==> config.mk <==
export PLATFORM = sky130hd
export DESIGN_NAME = mem_arbiter
export DESIGN_NICKNAME = d
export VERILOG_FILES = /design/src/rtl/rv_mem_pkg.sv /design/src/rtl/arb_wait_timer.sv /design/src/rtl/mem_arbiter.sv
export SDC_FILE = /design/constraint.sdc
export NUM_CORES = 1
export LEC_CHECK = 0
export ABC_AREA = 0
export BUFFER_PORTS_ARGS = -buffer_cell sky130_fd_sc_hd__buf_2
export CORE_MARGIN = 2
export CORE_UTILIZATION = 44
export CTS_BUF_LIST = sky130_fd_sc_hd__clkbuf_8
export CTS_CLUSTER_SIZE = 8
export DETAILED_ROUTE_END_ITERATION = 12
export PLACE_DENSITY = 0.78
export SYNTH_ARGS = -nofsm -noshare
export SYNTH_HDL_FRONTEND = slang
export SYNTH_HIERARCHICAL = 1
export SYNTH_SLANG_ARGS = --single-unit
==> constraint.sdc <==
create_clock -name clk -period 2.39 [get_ports clk]
set_input_delay 0.1195 -clock clk [delete_from_list [all_inputs] [get_ports clk]]
set_output_delay 0.1195 -clock clk [all_outputs]
set_load 0.02 [all_outputs]
==> src/rtl/rv_mem_pkg.sv <==
// Shared types and constants for the instruction/data memory arbiter.
// Counter widths are derived from the timing parameters of each instance.
package rv_mem_pkg;

  typedef enum logic [1:0] {
    ARB_IDLE  = 2'd0,
    ARB_FETCH = 2'd1,
    ARB_DATA  = 2'd2
  } arb_state_t;

  localparam logic [31:0] ABORT_WORD = 32'hDEAD_BEEF;

  // Bits needed to hold values 0..n
  function automatic int cnt_w(input int n);
    return (n < 1) ? 1 : $clog2(n + 1);
  endfunction

endpackage

==> src/rtl/arb_wait_timer.sv <==
// Busy-cycle counter for the memory arbiter.
// expire_o flags the last enabled cycle before the limit is reached.
module arb_wait_timer
  import rv_mem_pkg::*;
#(
  parameter int TIMEOUT = 15
) (
  input  logic clk_i,
  input  logic rst_ni,
  input  logic clr_i,
  input  logic en_i,
  output logic expire_o
);

  localparam int W = cnt_w(TIMEOUT);

  logic [W-1:0] cnt_q;
  logic [W-1:0] cnt_d;

  always_comb begin
    cnt_d = cnt_q;
    if (clr_i) begin
      cnt_d = '0;
    end else if (en_i) begin
      cnt_d = cnt_q + W'(1);
    end
  end

  always_ff @(posedge clk_i) begin
    if (!rst_ni) begin
      cnt_q <= '0;
    end else begin
      cnt_q <= cnt_d;
    end
  end

  assign expire_o = en_i && (cnt_q == W'(TIMEOUT - 1));

endmodule

==> src/rtl/mem_arbiter.sv <==
// Fetch/load-store arbiter in front of a single-port unified memory.
// Data wins by default; a run of data grants eventually yields to fetch.
module mem_arbiter
  import rv_mem_pkg::*;
#(
  parameter int AW           = 32,
  parameter int DW           = 32,
  parameter int STARVE_LIMIT = 4,
  parameter int TIMEOUT      = 15
) (
  input  logic          clk,
  input  logic          reset,
  input  logic          if_req,
  input  logic [AW-1:0] if_addr,
  output logic [DW-1:0] if_rdata,
  output logic          if_valid,
  input  logic          d_req,
  input  logic          d_we,
  input  logic [AW-1:0] d_addr,
  input  logic [DW-1:0] d_wdata,
  output logic [DW-1:0] d_rdata,
  output logic          d_valid,
  output logic          mem_req,
  output logic          mem_we,
  output logic [AW-1:0] mem_addr,
  output logic [DW-1:0] mem_wdata,
  input  logic [DW-1:0] mem_rdata,
  input  logic          mem_ack,
  output logic          bus_err
);

  localparam int SW = cnt_w(STARVE_LIMIT);

  arb_state_t    state_q;
  logic [SW-1:0] streak_q;
  logic          mem_req_q;
  logic          mem_we_q;
  logic [AW-1:0] mem_addr_q;
  logic [DW-1:0] mem_wdata_q;
  logic [DW-1:0] if_rdata_q;
  logic [DW-1:0] d_rdata_q;
  logic          if_valid_q;
  logic          d_valid_q;
  logic          bus_err_q;

  logic busy;
  logic expire;
  logic done;
  logic turn_ok;
  logic if_elig;
  logic d_elig;
  logic starve;
  logic gnt_f;
  logic gnt_d;

  assign busy    = (state_q != ARB_IDLE);
  assign done    = busy && (mem_ack || expire);
  // The completion cycle is a turnaround: nothing is granted while a valid pulses
  assign turn_ok = (state_q == ARB_IDLE) && !if_valid_q && !d_valid_q;
  assign if_elig = if_req && !if_valid_q;
  assign d_elig  = d_req && !d_valid_q;
  assign starve  = (streak_q == SW'(STARVE_LIMIT));
  assign gnt_f   = turn_ok && if_elig && (!d_elig || starve);
  assign gnt_d   = turn_ok && d_elig && !gnt_f;

  arb_wait_timer #(
    .TIMEOUT(TIMEOUT)
  ) u_timer (
    .clk_i   (clk),
    .rst_ni  (reset),
    .clr_i   (!busy || mem_ack),
    .en_i    (busy && !mem_ack),
    .expire_o(expire)
  );

  always_ff @(posedge clk) begin
    if (!reset) begin
      state_q     <= ARB_IDLE;
      streak_q    <= '0;
      mem_req_q   <= 1'b0;
      mem_we_q    <= 1'b0;
      mem_addr_q  <= '0;
      mem_wdata_q <= '0;
      if_rdata_q  <= '0;
      d_rdata_q   <= '0;
      if_valid_q  <= 1'b0;
      d_valid_q   <= 1'b0;
      bus_err_q   <= 1'b0;
    end else begin
      if_valid_q <= 1'b0;
      d_valid_q  <= 1'b0;
      unique case (state_q)
        ARB_IDLE: begin
          if (gnt_f) begin
            state_q     <= ARB_FETCH;
            mem_req_q   <= 1'b1;
            mem_we_q    <= 1'b0;
            mem_addr_q  <= if_addr;
            mem_wdata_q <= '0;
            streak_q    <= '0;
          end else if (gnt_d) begin
            state_q     <= ARB_DATA;
            mem_req_q   <= 1'b1;
            mem_we_q    <= d_we;
            mem_addr_q  <= d_addr;
            mem_wdata_q <= d_wdata;
            streak_q    <= starve ? streak_q : streak_q + SW'(1);
          end
        end
        ARB_FETCH, ARB_DATA: begin
          if (done) begin
            state_q   <= ARB_IDLE;
            mem_req_q <= 1'b0;
            mem_we_q  <= 1'b0;
            if (!mem_ack) begin
              bus_err_q <= 1'b1;
            end
            if (state_q == ARB_FETCH) begin
              if_valid_q <= 1'b1;
              if_rdata_q <= mem_ack ? mem_rdata : DW'(ABORT_WORD);
            end else begin
              d_valid_q <= 1'b1;
              if (!mem_ack) begin
                d_rdata_q <= DW'(ABORT_WORD);
              end else if (!mem_we_q) begin
                d_rdata_q <= mem_rdata;
              end
            end
          end
        end
        default: state_q <= ARB_IDLE;
      endcase
    end
  end

  assign mem_req   = mem_req_q;
  assign mem_we    = mem_we_q;
  assign mem_addr  = mem_addr_q;
  assign mem_wdata = mem_wdata_q;
  assign if_rdata  = if_rdata_q;
  assign if_valid  = if_valid_q;
  assign d_rdata   = d_rdata_q;
  assign d_valid   = d_valid_q;
  assign bus_err   = bus_err_q;

endmodule

==> summary.md <==
| Metric | Value |
|---|---|
| Peak supply drop | `0.556 mV` |
| Reg clk slew, reported paths | `0.08 ns` |
| Cts bufs inserted | `17` |
| Post-synthesis cell type count | `46` |
| Dpl hpwl | `11700 um` |
| Multi-input logic area | `about 0.0029 mm2` |
| Core ar. | `0.0133 mm2` |
| Final ANT Viol Nets | `0` |
| Initial antenna violation count | `0` |
| Wire per inst | `17.9 um` |
| Die width | `121 um` |
| Worst r2r dst | `d_rdata[20]` |
| HP Start | `mem_rdata[9]` |
| Max-slew headroom | `0.346` |
| Static leakage | `4.69 nW` |
| Sequential share of the synthesized area | `0.474` |
| Prevailing post-synth register cell | `dfxtp_1` |
| Yosys reg bits | `142` |
| Clock root buffer | `clkbuf_8` |
| Hold depth | `4` |
| # port buffers | `266` |
| Die ar. | `about 0.015 mm2` |
| Global route total overflow | `0` |
| Vias in the first global route | `6368` |
| Initial Utilization | `0.451` |
| DRC viols | `0` |
| Synth warnings | `6` |
| Max FO, Critical Path | `28` |
| Overall Global Routing Usage | `0.275` |
| Outcome | `completed` |
| Clock latency on the worst-skew pair | `roughly 0.45 ns` |
| Final Cycle Share | `0.934` |
| Post-Syn Nets | `between 700 and 800` |
| Setup CP Type | `reg -> reg` |
| Finish-stage setup viols | `0` |
| Maximum clock path buffer count | `2` |
| 1st-iter DRT viols | `between 500 and 600` |
| Area leader, netlist | `dfxtp_1` |
| Most common cell after layout, fill and taps aside | `buf_2` |
| CTS tree | `yes` |
| Pin count of the biggest net entering global routing | `57` |
| Worst min path class | `in -> reg` |
| Worst Skew | `about 0.014 ns` |
| Final Slew Violations | `0` |
| Total Power | `approximately 0.0065 W` |
| DR vias | `about 6.5k` |
| Io pins | `roughly 270` |
| Core Util, Final | `0.690` |
| Vias per inst | `5.39` |
| CP required | `2.76 ns` |
| First-pass GRT wire length | `31400 um` |
| Fill cells | `960` |
| Placer Congestion | `0.779` |
| Fmax | `448 MHz` |
| Flop2flop setup slack | `0.16 ns` |
| Critical path capture point type | `register` |
| FF-to-FF Start | `state_q[0]` |
| Post-Route WL | `between 20000 and 25000 um` |
| Post-Place Cells | `~1.0k` |
| Min Hold Slack | `0.0214 ns` |
| FF/Latch Area | `0.00284 mm2` |
| Cells on worst reg2reg path | `11` |
| H-tree depth | `4` |
| Most frequent cells in the layout | `buf_2, dfxtp_1, dlygate4sd3_1` |
| Tmin final | `2.23 ns` |
| Mapped Area | `0.00600 mm2` |
| Final hold vios | `0` |
| Post-synth top area share | `0.474` |
| Asr flop ratio synth | `0` |
| CP arrival | `2.60 ns` |
| Post-synth EDFFs | `0` |
| Layout cells sized above 1 | `0.367` |
| Number of diodes | `0` |
| Die Y | `between 100 and 150 um` |
| Core Rows | `42` |
| Hold worst-path end | `d_rdata[9]` |
| Clock Sinks | `142` |
| Final non-filler cell total | `1200` |
| Critical path launch point type | `register` |
| MaxCap Viol Count | `0` |
| Area Overhead vs Synth | `52.9%` |
| Syn_area_per_cell | `9.49 um2` |
| Post-layout nets | `1152` |
| Least-Margin Pin Slew | `0.982 ns` |
| 1st-pass router iterations | `6` |
| Pwr Density | `710 mW/mm2` |
| Mapped Cells | `about 630` |
| Largest cells by area after synthesis | `dfxtp_1, o211a_1, nand2_1` |
-- per-stage QoR --
step	setup slack (ns)	setup TNS, ns	cell area [um2]
floorplan	0.162	0	6000
global placement	0.255	0	7430
detailed placement	0.140	0	7430
CTS	0.0175	0	9060
global route	-0.00128	-0.00128	9180
finish	0.159	0	9180
-- synth_stat cells, types with 2 or more instances --
library cell,n
nand2b_1,5
o211a_1,48
and3_1,2
o31ai_1,2
nor2b_2,20
a211oi_1,2
or3b_1,2
nand2_1,104
and4_1,2
ha_1,6
nand3b_1,2
o21ai_0,36
nor2_1,5
a22oi_2,28
a22oi_1,4
buf_4,5
nand4_1,4
a21oi_1,65
nor2b_1,38
buf_1,3
buf_6,6
buf_12,3
clkbuf_1,24
inv_1,6
nand3_1,20
dfxtp_1,142
a21boi_0,18
buf_2,12
-- state kept, by name, summed over array words and instances (netlist names) --
signal	cells
d_rdata	32
if_rdata	32
mem_addr	32
mem_wdata	32
u_timer/cnt_q	4
streak_q	3
state_q	2
bus_err	1
d_valid	1
if_valid	1
mem_req	1
mem_we	1
-- worst max-delay path, cell delays in order, from the launching register on --
cell and delay, ns:
dfxtp_1 0.36, inv_1 0.05, ha_1 0.19, or2_2 0.31, inv_1 0.07, and4_1 0.21
nand2b_1 0.11, a211oi_4 0.24, buf_4 0.16, buf_12 0.17, nand3_1 0.09, a21boi_0 0.19
-- power by group --
part	leakage [nW]	switching, W	internal, W
logic	3.33	0.00110	0.000795
clock network	0.202	0.000927	0.000967
registers	1.16	0.000137	0.00259
total	4.69	0.00217	0.00435
-- logic make-up after synthesis --
logic type | after synthesis | synth area share
AOI/OAI and AO/OA | 211 | 0.268
xor gates and xnor gates | 1 | 0.00146
adders and majority gates | 6 | 0.0125
buffers and inverters | 59 | 0.0582
DFF | 142 | 0.474
muxes | 1 | 0.00167
and+or+nand+nor | 212 | 0.184
-- worst max-delay path by stage --
stage                start      endpoint  slack, ns
4_1_cts        streak_q[0]  mem_addr[24]       0.02
6_report        state_q[0]   d_rdata[20]       0.16
3_3_place_gp    state_q[0]   d_rdata[14]       0.25
2_1_floorplan   state_q[0]  if_rdata[23]       0.16
5_1_grt         state_q[0]   d_rdata[20]     -0.001
3_5_place_dp    state_q[0]   d_rdata[29]       0.14
-- routing by layer --
| metal | track usage | part of all wire | vias up |
|---|---|---|---|
| met2 | 0.460 | 0.48 | 401 |
| met3 | 0.0741 | 0.089 | 77 |
| met5 | 0 | 0 | - |
| met4 | 0.165 | 0.042 | 0 |
| met1 | 0.314 | 0.39 | 3028 |
| li1 | - | - | 2967 |
-- area by class of cell --
cell class	count	area share
Clock buffer	19	0.0285
Clock inverter	12	0.0134
Inverter	6	0.00245
Multi-Input combinational cell	432	0.311
Sequential cell	142	0.310
Tap cell	176	0.0240
Timing Repair Buffer	413	0.311
-- repair_timing --
action | CTS | global route
hold buffers | 125 | 0
setup endpoints to repair | 0 | 12
endpoints found under the hold margin | 116 | 0
gates resized for setup | 0 | 9
buffers inserted | 0 | 3
(Power assumes the default switching activity.)
